[config.mk]
export PLATFORM = sky130hd
export DESIGN_NAME = index_set_accumulator
export DESIGN_NICKNAME = d
export VERILOG_FILES = /design/src/rtl/standard_ic.sv /design/src/rtl/onehot_decode.sv /design/src/rtl/index_set_accumulator.sv
export SDC_FILE = /design/constraint.sdc
export NUM_CORES = 1
export LEC_CHECK = 0
export BUFFER_PORTS_ARGS = -buffer_cell sky130_fd_sc_hd__buf_2
export CORE_UTILIZATION = 35
export CTS_CLUSTER_DIAMETER = 200
export DETAILED_ROUTE_END_ITERATION = 7
export SLEW_MARGIN = 20
export SYNTH_ARGS = -nofsm -noshare
export SYNTH_HDL_FRONTEND = slang
export SYNTH_SLANG_ARGS = --single-unit
[constraint.sdc]
create_clock -name clk -period 4.9 [get_ports clk]
set_clock_uncertainty 0.15 [all_clocks]
set_input_delay 0.245 -clock clk [delete_from_list [all_inputs] [get_ports clk]]
set_output_delay 0.245 -clock clk [all_outputs]
set_load 0.005 [all_outputs]
[src/rtl/standard_ic.sv]
// Shared codebase package: FSM state encodings and small helpers used across blocks.
package standard_ic;

    typedef enum logic {
        ACCUM = 1'b0,
        HOLD  = 1'b1
    } isa_state_e;

    // Index width for a bitmap of the given size; never narrower than one bit.
    function automatic int idx_width(input int width);
        return (width > 2) ? $clog2(width) : 1;
    endfunction

endpackage

[src/rtl/onehot_decode.sv]
// Index-to-one-hot decoder: exact inverse of the MSB-index encoder, with an
// in_range flag for indices that fall past the top of a non-power-of-2 bitmap.
module onehot_decode
    import standard_ic::*;
#(
    parameter int  WIDTH = 8,
    localparam int IDXW  = idx_width(WIDTH)
) (
    input  logic [IDXW-1:0]  idx,
    output logic [WIDTH-1:0] onehot,
    output logic             in_range
);

    localparam logic [IDXW:0] WIDTH_L = (IDXW + 1)'(WIDTH);

    assign in_range = ({1'b0, idx} < WIDTH_L);
    assign onehot   = in_range ? (WIDTH'(1) << idx) : '0;

endmodule

[src/rtl/index_set_accumulator.sv]
// Accumulates a stream of bit indices into a bitmap with distinct-bit count and
// sticky duplicate / out-of-range flags, then holds the result for a consumer.
module index_set_accumulator
    import standard_ic::*;
#(
    parameter int  WIDTH = 8,
    localparam int IDXW  = idx_width(WIDTH)
) (
    input  logic             clk,
    input  logic             reset,
    input  logic             in_valid,
    output logic             in_ready,
    input  logic [IDXW-1:0]  in_idx,
    input  logic             in_last,
    output logic             out_valid,
    input  logic             out_ready,
    output logic [WIDTH-1:0] out_bitmap,
    output logic [IDXW:0]    out_count,
    output logic             out_dup,
    output logic             out_range_err
);

    isa_state_e       state_q, state_d;
    logic [WIDTH-1:0] bitmap_q, bitmap_d;
    logic [IDXW:0]    count_q, count_d;
    logic             dup_q, dup_d;
    logic             err_q, err_d;

    logic [WIDTH-1:0] beat_onehot;
    logic             beat_in_range;
    logic             accept;

    onehot_decode #(.WIDTH(WIDTH)) u_decode (
        .idx      (in_idx),
        .onehot   (beat_onehot),
        .in_range (beat_in_range)
    );

    // Handshake flags depend only on registered state and reset, never on out_ready.
    assign in_ready  = (state_q == ACCUM) && !reset;
    assign out_valid = (state_q == HOLD)  && !reset;
    assign accept    = in_valid && in_ready;

    always_comb begin
        // NOTE: every next-state value gets a default first so no path infers a latch.
        state_d  = state_q;
        bitmap_d = bitmap_q;
        count_d  = count_q;
        dup_d    = dup_q;
        err_d    = err_q;

        unique case (state_q)
            ACCUM: begin
                if (accept) begin
                    if (!beat_in_range) begin
                        err_d = 1'b1;
                    end else if ((bitmap_q & beat_onehot) != '0) begin
                        dup_d = 1'b1;
                    end else begin
                        bitmap_d = bitmap_q | beat_onehot;
                        count_d  = count_q + (IDXW + 1)'(1);
                    end
                    if (in_last) begin
                        state_d = HOLD;
                    end
                end
            end
            HOLD: begin
                if (out_ready) begin
                    state_d  = ACCUM;
                    bitmap_d = '0;
                    count_d  = '0;
                    dup_d    = 1'b0;
                    err_d    = 1'b0;
                end
            end
            default: state_d = ACCUM;
        endcase
    end

    always_ff @(posedge clk) begin
        // NOTE: reset is synchronous and clears every state bit, so a partial set
        // or an unconsumed bitmap never survives it.
        if (reset) begin
            state_q  <= ACCUM;
            bitmap_q <= '0;
            count_q  <= '0;
            dup_q    <= 1'b0;
            err_q    <= 1'b0;
        end else begin
            // NOTE: non-blocking assignments keep all registers updating together on the edge.
            state_q  <= state_d;
            bitmap_q <= bitmap_d;
            count_q  <= count_d;
            dup_q    <= dup_d;
            err_q    <= err_d;
        end
    end

    // Outputs are the live accumulator in ACCUM and the frozen result in HOLD.
    assign out_bitmap    = bitmap_q;
    assign out_count     = count_q;
    assign out_dup       = dup_q;
    assign out_range_err = err_q;

endmodule

==> out/results.ini <==
[setup_path]
worstPathCellList=mux2_1, a222oi_1, and4_1, a32o_2
timing.reg2reg.setup_slack_ps=2550
reg2reg_from=out_bitmap[5]$_SDFFE_PP0P_
critPathLaunchType=flop
critPathMaxFanout=10
timing.setup.critical_path_class=flop to flop
cpPeakStageDelay_ps=750
critical_path.slowest_cell=a222oi_1
rr_worst_depth=4
cp.arrival_ps=2410
cp_data_required_time_ps=4970
worst_setup_end_kind=flop
r2r-end=out_bitmap[3]$_SDFFE_PP0P_

[finish]
layout.cells.most_common_list=buf_2, dfxtp_1, a32o_2
mostFrequentLayoutCell=buf_2
final_nets=102
syn2layout_area_growth_pct=20.2
antenna_cells=0
final_layout_size_suffix_gt1_frac=0.424
number_of_fill_cells=194

[yosys]
synth_cell_type_count=32
ys_dominant_reg_cell=dfxtp_1
synth.yosys.seq_area_share=0.394
number_of_enable_flip_flop_cells_after_synthesis=0
synth.yosys.warnings=0
yosys_register_bits=14
synth.net_count=79
synthesis.instances=70
post_synth_instance_area_um2=712
ys_async_sr_fraction=0
syn_avg_cell_area_um2=10.2

[sta]
maxClockFrequency_ghz=0.426
finalSetupViolCount=0
setup_ws_ps=2550
slew_margin_rel=0.436
final_min_period_over_clock_period=0.479
final_max_slew_viol_count=0
min_period_ps=2350
rsz0062_at_grt=false
hold_viol_final=0
max_slew.worst_pin.slew_ps=846
timing.setup.tns_ps=0

[placed_design]
place.port_buffers=22
place_ws_ps=2380
dp_hpwl_mm=1.12
place_congestion=0.745

[power_and_ir_drop]
p_int_uw=198
p_comb_frac=0.192
power.net_switching_uw=72.5
maximum_vdd_drop_v=0.000201
seq_power_share=0.508
clock_power_share=0.301
switching_part_of_the_total=0.268
static-leakage-power_nw=0.426
power.density_cell_area_nw_per_um2=316
total_power_uw=270

[detailed_routing]
post_drt_wl_per_cell_um=12.9
drt.antenna.violating_nets=0
dr_total_vias=623
vias_per_cell=5.32
drt_first_pass_iters=4
dr.first_iter.drc_count=20
detail_route.drc_violations=0
routed_wirelength_mm=1.51

[cts]
clock_transition_at_the_register_clock_pins_on_the_worst_setup_and_hold_paths_after_cts_ps=80
ctsRootBufferMaster=clkbuf_4
cts.path.max_buffers=2
ctsResizeCount=0
number_of_levels_in_the_clock_h_tree=1
cts_setup_buffers=0
cts_hold_buf=0
worstSkewPairLatency_ps=280
cts_made_buffers=3
clock_sink_count=14
cts_tree=yes

[grt]
gr-total-overflow=0
grt_first_pass_wirelength_mm=2.25
grt_use_total=0.146
number_of_global_route_vias_before_repair=516
grt_start_max_net_pins=11
initial_antenna_violation_count=0

[status]
run_status=completed

[floorplanning]
io_pins=24
chipWidth_um=47.1
fp.dieArea_um2=2220
start_util=0.391
placement_rows=15
placeableCoreArea_um2=1820
fp.dieH_um=47.1

[min_path]
endpoint_worst_hold=state_q$_SDFF_PP0_
holdCritPathClass=input pin to flop
min_from=in_last
worstHoldPathCells=3

[job]
max_cap_viol_count=0

sequential cells by signal, summed over array words and instances (netlist names):
| name | count |
|---|---|
| out_dup | 1 |
| out_count | 4 |
| state_q | 1 |
| out_bitmap | 8 |
logic make-up (layout without fill, tap and decap cells):
kind of cell	after synthesis	after routing	share of synthesized area
AO/OA/AOI/OAI	22	22	0.281
AND/OR/NAND/NOR	22	22	0.176
flip-flops	14	14	0.394
buffers and inverters	6	28	0.0580
multiplexers	4	4	0.0685
adder cells (fa/ha/maj)	1	1	0.0176
other	1	1	0.00527
layer usage:
metal	part of all wire	vias up	GRT usage
met5	0	-	0
met4	0.0086	0	0.0343
met3	0.066	2	0.0731
met2	0.42	16	0.194
met1	0.51	292	0.210
li1	-	313	-
how the worst max path moves through the flow:
stage / from / to / slack, ps / cells after the start
global placement: in_idx[0] / out_bitmap[3]$_SDFFE_PP0P_ / 2420 / 5
detailed placement: in_idx[0] / out_bitmap[5]$_SDFFE_PP0P_ / 2380 / 5
finish: out_bitmap[5]$_SDFFE_PP0P_ / out_bitmap[3]$_SDFFE_PP0P_ / 2550 / 4
CTS: out_bitmap[0]$_SDFFE_PP0P_ / out_bitmap[3]$_SDFFE_PP0P_ / 2560 / 4
floorplan: in_idx[0] / out_bitmap[0]$_SDFFE_PP0P_ / 2820 / 6
global route: out_bitmap[0]$_SDFFE_PP0P_ / out_bitmap[3]$_SDFFE_PP0P_ / 2430 / 4
power groups by stage:
stage               Sequential (mW)  Combinational (mW)  Clock, mW
global route                  0.138              0.0576     0.0907
detailed placement            0.139              0.0516          0
CTS                           0.137              0.0523     0.0833
finish                        0.137              0.0517     0.0812
floorplan                     0.137              0.0351          0
global placement              0.138              0.0522          0
cells in the mapped netlist (2+ instances only):
| library cell | instances | area (um^2) |
|---|---|---|
| a21oi_1 | 4 | 20.0 |
| nor2_1 | 3 | 11.3 |
| a32o_2 | 8 | 90.1 |
| nor2b_1 | 7 | 43.8 |
| and3_1 | 2 | 12.5 |
| inv_1 | 2 | 7.51 |
| nand2_1 | 4 | 15.0 |
| buf_6 | 2 | 22.5 |
| dfxtp_1 | 14 | 280 |
| mux2_1 | 2 | 22.5 |
cell type report:
class,count,area [um^2],area share
Multi-Input combinational cell,50,390,0.456
Sequential cell,14,280,0.327
Timing Repair Buffer,22,110,0.129
Clock buffer,4,36.3,0.0424
Tap cell,25,31.3,0.0365
Inverter,2,7.51,0.00877
critical path: cells and delay by family, from the launching register on:
| family | cells | cell delay (ps) |
|---|---|---|
| mux | 1 | 290 |
| simple gates | 1 | 540 |
| flops | 1 | 330 |
| compound gates | 2 | 980 |
metrics by stage:
step / util / cells / cell area (um^2) / hold WS (ps)
6_report: 0.470 / 117 / 856 / 42.1
5_1_grt: 0.470 / 117 / 856 / 35.0
4_1_cts: 0.470 / 117 / 856 / 41.4
3_5_place_dp: 0.450 / 113 / 820 / 306
3_3_place_gp: 0.450 / 113 / 820 / 301
2_1_floorplan: - / 70 / 712 / 164
(Power assumes the default switching activity.)
